**config.mk**
```make
export PLATFORM = sky130hd
export DESIGN_NAME = systolic_result_drain
export DESIGN_NICKNAME = d
export VERILOG_FILES = /design/src/rtl/systolic_result_drain.sv
export SDC_FILE = /design/constraint.sdc
export NUM_CORES = 1
export LEC_CHECK = 0
export BUFFER_PORTS_ARGS = -buffer_cell sky130_fd_sc_hd__buf_2
export CORE_ASPECT_RATIO = 1.2
export CORE_MARGIN = 2
export CORE_UTILIZATION = 60
export CTS_CLUSTER_DIAMETER = 50
export CTS_CLUSTER_SIZE = 20
export DETAILED_ROUTE_END_ITERATION = 8
export PLACE_DENSITY = 0.85
export SLEW_MARGIN = 15
export SYNTH_ARGS = -nofsm -noshare
export SYNTH_HDL_FRONTEND = slang
export SYNTH_SLANG_ARGS = --single-unit
```
**constraint.sdc**
```tcl
create_clock -name clk -period 8.36 [get_ports clk]
set_input_delay 0.836 -clock clk [delete_from_list [all_inputs] [get_ports clk]]
set_output_delay 0.836 -clock clk [all_outputs]
set_load 0.02 [all_outputs]
```
**src/rtl/systolic_result_drain.sv**
```systemverilog
// ---------------------------------------------------------------------------
// systolic_result_drain
//
// Output stage of the 1xN systolic array. It takes a result vector from the
// array, optionally applies ReLU to it, and stores it in one half of a
// two-tile ping-pong buffer. The stored tile is then packed PACK_NUM
// elements per word and streamed to the output SRAM/DMA port over a
// valid/ready handshake. Because there are two buffers, the array can
// deliver the next tile while the previous one is still waiting on
// memory backpressure.
//
// Ports
//   clk          system clock, rising edge
//   reset_n      asynchronous active-low reset
//   cap_valid    controller offers a result vector this cycle
//   cap_ready    at least one tile buffer is free
//   res_in       signed result vector, BN_NUM elements of BW_ACT bits
//   relu_en      clamp negative elements to zero (sampled at capture)
//   base_addr    word address of the tile's word 0 (sampled at capture)
//   out_valid    out_data/out_addr/out_strb/out_last are valid
//   out_ready    sink accepts the current word
//   out_data     packed word, element j in bits [j*BW_ACT +: BW_ACT]
//   out_addr     word address (base + word index, wraps at 2^ADDR_W)
//   out_strb     byte-lane enables; lanes past BN_NUM are 0
//   out_last     last word of the tile
//   busy         at least one tile buffer is occupied
//   overflow_err sticky flag: a capture was offered while both buffers
//                were full
//   err_clr      clears overflow_err (a new overflow in the same cycle wins)
// ---------------------------------------------------------------------------
module systolic_result_drain #(
    parameter int BN_NUM   = 10,
    parameter int BW_ACT   = 8,
    parameter int PACK_NUM = 4,
    parameter int ADDR_W   = 16
) (
    input  logic                         clk,
    input  logic                         reset_n,
    input  logic                         cap_valid,
    output logic                         cap_ready,
    input  logic signed [BW_ACT-1:0]     res_in [BN_NUM],
    input  logic                         relu_en,
    input  logic [ADDR_W-1:0]            base_addr,
    output logic                         out_valid,
    input  logic                         out_ready,
    output logic [PACK_NUM*BW_ACT-1:0]   out_data,
    output logic [ADDR_W-1:0]            out_addr,
    output logic [PACK_NUM-1:0]          out_strb,
    output logic                         out_last,
    output logic                         busy,
    output logic                         overflow_err,
    input  logic                         err_clr
);

    // Number of words per tile, and the width of the word counter.
    localparam int W  = (BN_NUM + PACK_NUM - 1) / PACK_NUM;
    localparam int KW = (W > 1) ? $clog2(W) : 1;

    typedef enum logic {
        IDLE,
        DRAIN
    } state_t;

    state_t            state;
    state_t            state_next;
    logic              wr_ptr;
    logic              rd_ptr;
    logic [1:0]        count;
    logic [1:0]        count_next;
    logic [KW-1:0]     k;
    logic [KW-1:0]     k_next;
    logic              capture;
    logic              xfer;
    logic              last_xfer;

    logic [BW_ACT-1:0] buf_data [2][BN_NUM];
    logic [ADDR_W-1:0] buf_base [2];

    assign cap_ready = (count != 2'd2);
    assign busy      = (count != 2'd0);
    assign capture   = cap_valid && cap_ready;
    assign xfer      = out_valid && out_ready;
    assign last_xfer = xfer && out_last;

    // Occupancy after this cycle. When a capture lands in the same cycle as
    // a tile's final word, the two cancel and the count does not change.
    always_comb begin
        count_next = count;
        case ({capture, last_xfer})
            2'b10:   count_next = count + 2'd1;
            2'b01:   count_next = count - 2'd1;
            default: count_next = count;
        endcase
    end

    // Drain control. The next state is decided from the post-cycle
    // occupancy, so a capture into an empty block produces word 0 in the
    // following cycle, and a buffered tile follows the last word of the
    // previous one without a bubble.
    always_comb begin
        state_next = state;
        k_next     = k;
        case (state)
            IDLE: begin
                k_next = '0;
                if (count_next != 2'd0) begin
                    state_next = DRAIN;
                end
            end
            DRAIN: begin
                if (last_xfer) begin
                    k_next = '0;
                    if (count_next == 2'd0) begin
                        state_next = IDLE;
                    end
                end else if (xfer) begin
                    k_next = k + 1'b1;
                end
            end
            default: begin
                state_next = IDLE;
                k_next     = '0;
            end
        endcase
    end

    // Control registers. Resetting count discards any buffered tiles;
    // the tile data itself does not need a reset because nothing is
    // presented while the block is idle.
    always_ff @(posedge clk or negedge reset_n) begin
        if (!reset_n) begin
            state        <= IDLE;
            k            <= '0;
            wr_ptr       <= 1'b0;
            rd_ptr       <= 1'b0;
            count        <= 2'd0;
            overflow_err <= 1'b0;
        end else begin
            state  <= state_next;
            k      <= k_next;
            wr_ptr <= wr_ptr ^ capture;
            rd_ptr <= rd_ptr ^ last_xfer;
            count  <= count_next;
            if (cap_valid && !cap_ready) begin
                overflow_err <= 1'b1;
            end else if (err_clr) begin
                overflow_err <= 1'b0;
            end
        end
    end

    // Tile storage. ReLU is applied on the way in so the drain side only
    // ever moves bytes.
    always_ff @(posedge clk) begin
        if (capture) begin
            for (int i = 0; i < BN_NUM; i++) begin
                buf_data[wr_ptr][i] <= (relu_en && res_in[i][BW_ACT-1]) ? '0 : res_in[i];
            end
            buf_base[wr_ptr] <= base_addr;
        end
    end

    // Output word selection. Everything here depends only on registered
    // state (state, k, rd_ptr, buffer contents), so out_ready never reaches
    // the outputs combinationally and a stalled word stays stable. Lanes
    // beyond the end of the tile carry zero data and a cleared strobe.
    always_comb begin
        out_valid = (state == DRAIN);
        out_data  = '0;
        out_strb  = '0;
        out_addr  = '0;
        out_last  = 1'b0;
        if (state == DRAIN) begin
            out_addr = buf_base[rd_ptr] + ADDR_W'(k);
            out_last = (k == KW'(W - 1));
            for (int w = 0; w < W; w++) begin
                if (k == KW'(w)) begin
                    for (int j = 0; j < PACK_NUM; j++) begin
                        if (w * PACK_NUM + j < BN_NUM) begin
                            out_data[j*BW_ACT +: BW_ACT] = buf_data[rd_ptr][w*PACK_NUM+j];
                            out_strb[j]                  = 1'b1;
                        end
                    end
                end
            end
        end
    end

endmodule

```
**Word-level counts from Yosys, hierarchy flattened**

Memory sizes are Yosys's and may differ from the RTL's.
Index checks and enable logic that the tools add are counted.

- Flip-flop bits (word level): 8
- RAM bits: 192
- Input port bits: 102
- Output and inout bits: 57
- Word-level logic and storage cells: 73
- Memories kept: 2

Memories:

| name | words | width | read ports | clocked after Yosys merged registers in | write ports | line | source |
|---|---|---|---|---|---|---|---|
| buf_data | 2 | 80 | 1 | 0 | 1 | 76 | `logic [BW_ACT-1:0] buf_data [2][BN_NUM];` |
| buf_base | 2 | 16 | 1 | 0 | 1 | 77 | `logic [ADDR_W-1:0] buf_base [2];` |

- Add/subtract/negate cells: 4
- Eq/ne operators: 6
- Multiplexer cells: 32
- Bitwise operators: 3
- Reduce and logical (&&, ||, !) cells: 20

Operators with widths:

| kind | count |
|---|---|
| 32-bit two-way mux | 3 |
| 8-bit two-way mux | 10 |
| 16-bit two-way mux | 2 |
| 16-bit by 2-bit adder with 16-bit output | 1 |
| 1-bit logical AND | 14 |
| 4-bit two-way mux | 3 |
| 1-bit two-way mux | 8 |
| 2-bit one-hot mux with 2 select lines | 2 |
| 2-bit two-way mux | 3 |
| 2-bit nonzero test | 3 |
| 2-bit by 1-bit adder with 2-bit output (second input constant) | 2 |
| 2-bit by 1-bit equality test with 1-bit output (second input constant) | 2 |
| 2-bit equality test (second input constant) | 2 |
| 2-bit zero test | 2 |
| 3-bit by 1-bit != test with 1-bit output (second input constant) | 1 |
| 2-bit != test (second input constant) | 1 |
| 1-bit one-hot mux with 2 select lines | 1 |
| 2-bit by 1-bit subtractor with 2-bit output (second input constant) | 1 |
| 1-bit XOR | 2 |
| 1-bit zero test | 1 |
| 1-bit NOT | 1 |

**Longest topological paths before layout**

- Depth after elaboration: 9
- Mapped depth: 12
- Depth with buffers taken out: 11

**Worst setup path after synthesis**

OpenSTA, ideal clock, no wires.

- Path kind: input -> register
- Start: input port cap_valid
- End: memory buf_base[1][0], enable pin
- Setup time: 0.466 ns
- Arrival time: 3.247 ns
- Data required time: 7.894 ns
- Setup slack: 4.647 ns
- Stages: 3
- Path buffers: 0
- Path through: nand2_1 > inv_1 > ha_1

- Longest elaborated chain between the ends: 3

Ends and longest elaborated chain:

| what | line | source |
|---|---|---|
| start: declaration | 39 | `input logic cap_valid,` |
| 1-bit logical AND | 81 | `assign capture = cap_valid && cap_ready;` |
| 1-bit two-way mux | 155 | `if (capture) begin` |
| 1-bit two-way mux (implied by the code) | 159 | `buf_base[wr_ptr] <= base_addr;` |
| end: declaration | 77 |  |

No other way between the ends.

**Worst setup path after layout**

- Start: register rd_ptr
- End: output port out_addr[9]

- Longest elaborated chain between the ends: 3

Ends and longest elaborated chain:

| what | line | source |
|---|---|---|
| start: declaration | 67 | `logic rd_ptr;` |
| start signal: assignment | 142 | `rd_ptr <= rd_ptr ^ last_xfer;` |
| memory read 2 x 16 bit | -- |  |
| 16-bit by 2-bit adder with 16-bit output | 174 | `out_addr = buf_base[rd_ptr] + ADDR_W'(k);` |
| 16-bit two-way mux | 173 | `if (state == DRAIN) begin` |
| end: declaration | 47 | `output logic [ADDR_W-1:0] out_addr,` |

No other way between the ends.

==> flow_summary_export.csv <==
group,metric,value,unit
die,die-height,138,um
layout,multiInputGateArea,2830,um^2
worst_setup_path,path_class,"register to output pin",
synth,synth_area_leaders,"edfxtp_1 64%, mux2i_1 9.7%, and2_1 6.1%",
job,maxCapViolCount,0,
outcome,outcome,"completed",
clocking,post_cts_resized,0,
synth,synth_cell_type_count,49,
layout,flow.area_growth_from_synthesis,16.9,%
synth,synth-adder-area-share,1.47,%
placed_design,port-buffer-count,158,
synth,synth_top_area_share,64.1,%
placed_design,dp_hpwl,11700,um
worst_hold_path,min_path_type,"primary input to asynchronous set/reset pin",
route,detailedRoute.firstIterationViolations,413,
synth,syn_avg_cell_area,14.7,um^2
clocking,clk_pin_slew_worst_paths,60,ps
synth,yosys.area_share.simple,12.8,%
clocking,clk_path_buf_depth,2,
layout,fill_cells,1012,
power,total_power,0.00388,W
worst_setup_path,critical_path_required,7520,ps
die,std_cell_rows,49,
synth,synth_top_flop_cell,"edfxtp_1",
global_routing,grt_antenna_before_repair,2,
sta,timing.final.crit_period,4210,ps
synth,ys_ff_latch,200,
global_routing,groute.usage.overall,23.5,%
sta,setup-tns-final,0,ps
sta,achievable-frequency,237,MHz
global_routing,grt_max_degree,59,
route,post_drt_wl_per_cell,18.7,um
clocking,clk_latency,430,ps
die,core,14800,um^2
synth,yosysWarnings,0,
power,power.density,369,nW/um^2
worst_setup_path,worst_setup_path_end_kind,"output pin",
route,vias,5567,
synth,netlist.top_cell.by_area,"edfxtp_1",
route,avgViaCountPerCell,5.67,
clocking,cts.sinks,200,
synth,synth_edf_count,192,
die,ios,159,
layout,ff_latch_area,5970,um^2
route,drcViolationCount,0,
worst_setup_path,crit_arrival,3380,ps
clocking,post_cts.repair.setup_buffers,0,
sta,report.final.hold_viol_count,0,
route,routed_wl,18400,um
worst_setup_path,start_kind,"register",
synth,syn_inst,613,
synth,complex_gate_fraction_of_the_synthesized_area,5.43,%
sta,slew_headroom,39.4,%
clocking,cts_inserted_buffers,17,
placed_design,placed_cells_incl_taps,950,
worst_setup_path,critical_path.max_stage_delay,1000,ps
die,floorplan.initialDensity,60.6,%
global_routing,wire_length_of_the_first_global_routing_pass,28100,um
worst_setup_path,worst-path-max-fanout,58,
synth,synth_sequential_area_ratio,66.3,%
layout,final_common_cell,"edfxtp_1",
synth,synth.net_count,725,
power,vdd.ir_drop.worst,201,uV
sta,report.final.slew_viol_count,0,
sta,timing.hold.ws,241,ps
clocking,root_buffer_cell,"clkbuf_16",
synth,synth_top_family_by_area,"simple AND/OR/NAND/NOR gates",
clocking,h-tree-depth,4,
worst_setup_path,worst_path_max_delay_cell,"dfrtp_4",
worst_setup_path,cp_cell_sequence,"mux2_2 -> ha_1 -> a21oi_1 -> a211o_1 -> o31a_1 -> nor3_1 -> buf_2",
layout,post_route_cells_drive_above_1_share,27.4,%
synth,syn_area,8990,um^2
die,die_area,16000,um^2
sta,finalSetupViolCount,0,
layout,layout_common_cells,"192 x edfxtp_1, 158 x buf_2, 88 x and2_1",
sta,worst_clock_skew,8.20,ps
clocking,post_cts_hold_buffer_count,0,
layout,final_cells,982,
route,detail_route.first_pass.iterations,5,
placed_design,place.gp.congestion,0.905,
route,antenna_left,0,
synth,yosys-mux-area-fraction,10.6,%
sta,finalCritPeriodShare,50.4,%
sta,unrepaired_setup_endpoints_after_global_routing,"false",
global_routing,via_count_of_the_first_global_routing_pass,5673,
global_routing,overflow,0,
sta,worst_slew_pin_slew,908,ps
layout,final_net_count,877,
clocking,clock_tree_from_tritoncts,"done",
synth,synthXorXnorAreaFrac,0.876,%
synth,synth-async-reset-ratio,4.00,%
die,die_boundary_width,116,um
power,power_leakage,4.14,nW
per-layer routing:
| layer | track usage [%] | vias up | routed length (um) |
|---|---|---|---|
| li1 | - | 2608 | - |
| met1 | 28.8 | 2715 | 7300 |
| met2 | 39.6 | 194 | 9540 |
| met3 | 5.30 | 48 | 952 |
| met4 | 10.8 | 2 | 577 |
| met5 | 0 | - | 13 |
final cells by class:
| class | count | share of cell area [%] |
|---|---|---|
| antenna | 1 | 0.0238 |
| clock inverter | 13 | 1.45 |
| sequential | 200 | 56.8 |
| tap | 204 | 2.43 |
| timing repair buffer | 163 | 7.88 |
| inverter | 12 | 0.428 |
| multi-input combinational | 371 | 26.9 |
| clock buffer | 18 | 4.08 |
where the power goes:
part / leakage (nW) / internal (W) / switching, W
combinational: 1.96 / 0.000583 / 0.000947
clock: 0.281 / 0.000467 / 0.000342
sequential: 1.90 / 0.00138 / 0.000155
total: 4.14 / 0.00243 / 0.00144
cells in the mapped netlist, types with 2 or more instances:
| cell | number |
|---|---|
| nand3_1 | 8 |
| clkinv_1 | 2 |
| a31o_2 | 2 |
| a21oi_1 | 8 |
| o22ai_1 | 17 |
| o221ai_1 | 16 |
| buf_2 | 2 |
| a22oi_1 | 2 |
| buf_1 | 3 |
| mux2_2 | 6 |
| a221oi_1 | 2 |
| mux2i_1 | 87 |
| nor2_1 | 11 |
| buf_6 | 4 |
| nand2b_1 | 4 |
| nor2b_1 | 10 |
| xnor2_1 | 3 |
| ha_1 | 9 |
| edfxtp_1 | 192 |
| a211oi_4 | 2 |
| buf_4 | 9 |
| xor2_1 | 6 |
| clkbuf_1 | 12 |
| and3_1 | 17 |
| dfrtp_1 | 8 |
| nand4b_1 | 3 |
| nor3b_1 | 2 |
| and2_1 | 88 |
| a31oi_1 | 3 |
| a211o_1 | 2 |
| nand4_2 | 2 |
| nand4_1 | 6 |
| o21ai_0 | 2 |
| nor3_1 | 2 |
| inv_1 | 10 |
| nand2_1 | 38 |
critical path: cells and delay by family (launching register included):
| family | cells | cell delay, ps |
|---|---|---|
| flip-flops | 1 | 1000 |
| multiplexers | 1 | 450 |
| AND/OR/NAND/NOR | 1 | 210 |
| buffers and inverters | 1 | 220 |
| adder cells (fa/ha/maj) | 1 | 300 |
| AO/OA/AOI/OAI | 3 | 760 |
path summary, 6_finish.rpt:
check                               from          end  slack, ps  cells past startpoint
worst max-delay path              rd_ptr  out_addr[9]       4150                      7
worst min-delay path             reset_n     count[1]        240                      1
worst max register to register      k[0]    out_valid       5420                     12
worst min register to register  count[1]     count[1]        520                      1
max in group asynchronous        reset_n       rd_ptr       7930                      1
min in group clk                count[1]     count[1]        520                      1
metrics by stage:
stage	utilization (%)	cell area, um^2	setup slack, ps
final	70.9	10500	4150
after global routing	70.9	10500	3970
after CTS	70.8	10500	4090
after detailed placement	66.9	9930	4600
after global placement	66.9	9930	4680
after floorplan	-	8990	4650
cell families after synthesis:
family | after synthesis
buffers and inverters | 42
and+or+nand+nor | 197
AOI/OAI and AO/OA | 61
adders and majority gates | 10
DFF | 200
muxes | 94
xor gates and xnor gates | 9
sequential cells by signal, indices dropped and copies added (netlist names):
signal,flops
wr_ptr,1
buf_base,32
k,2
rd_ptr,1
count,2
overflow_err,1
buf_data,160
out_valid,1
(Power assumes the default switching activity.)
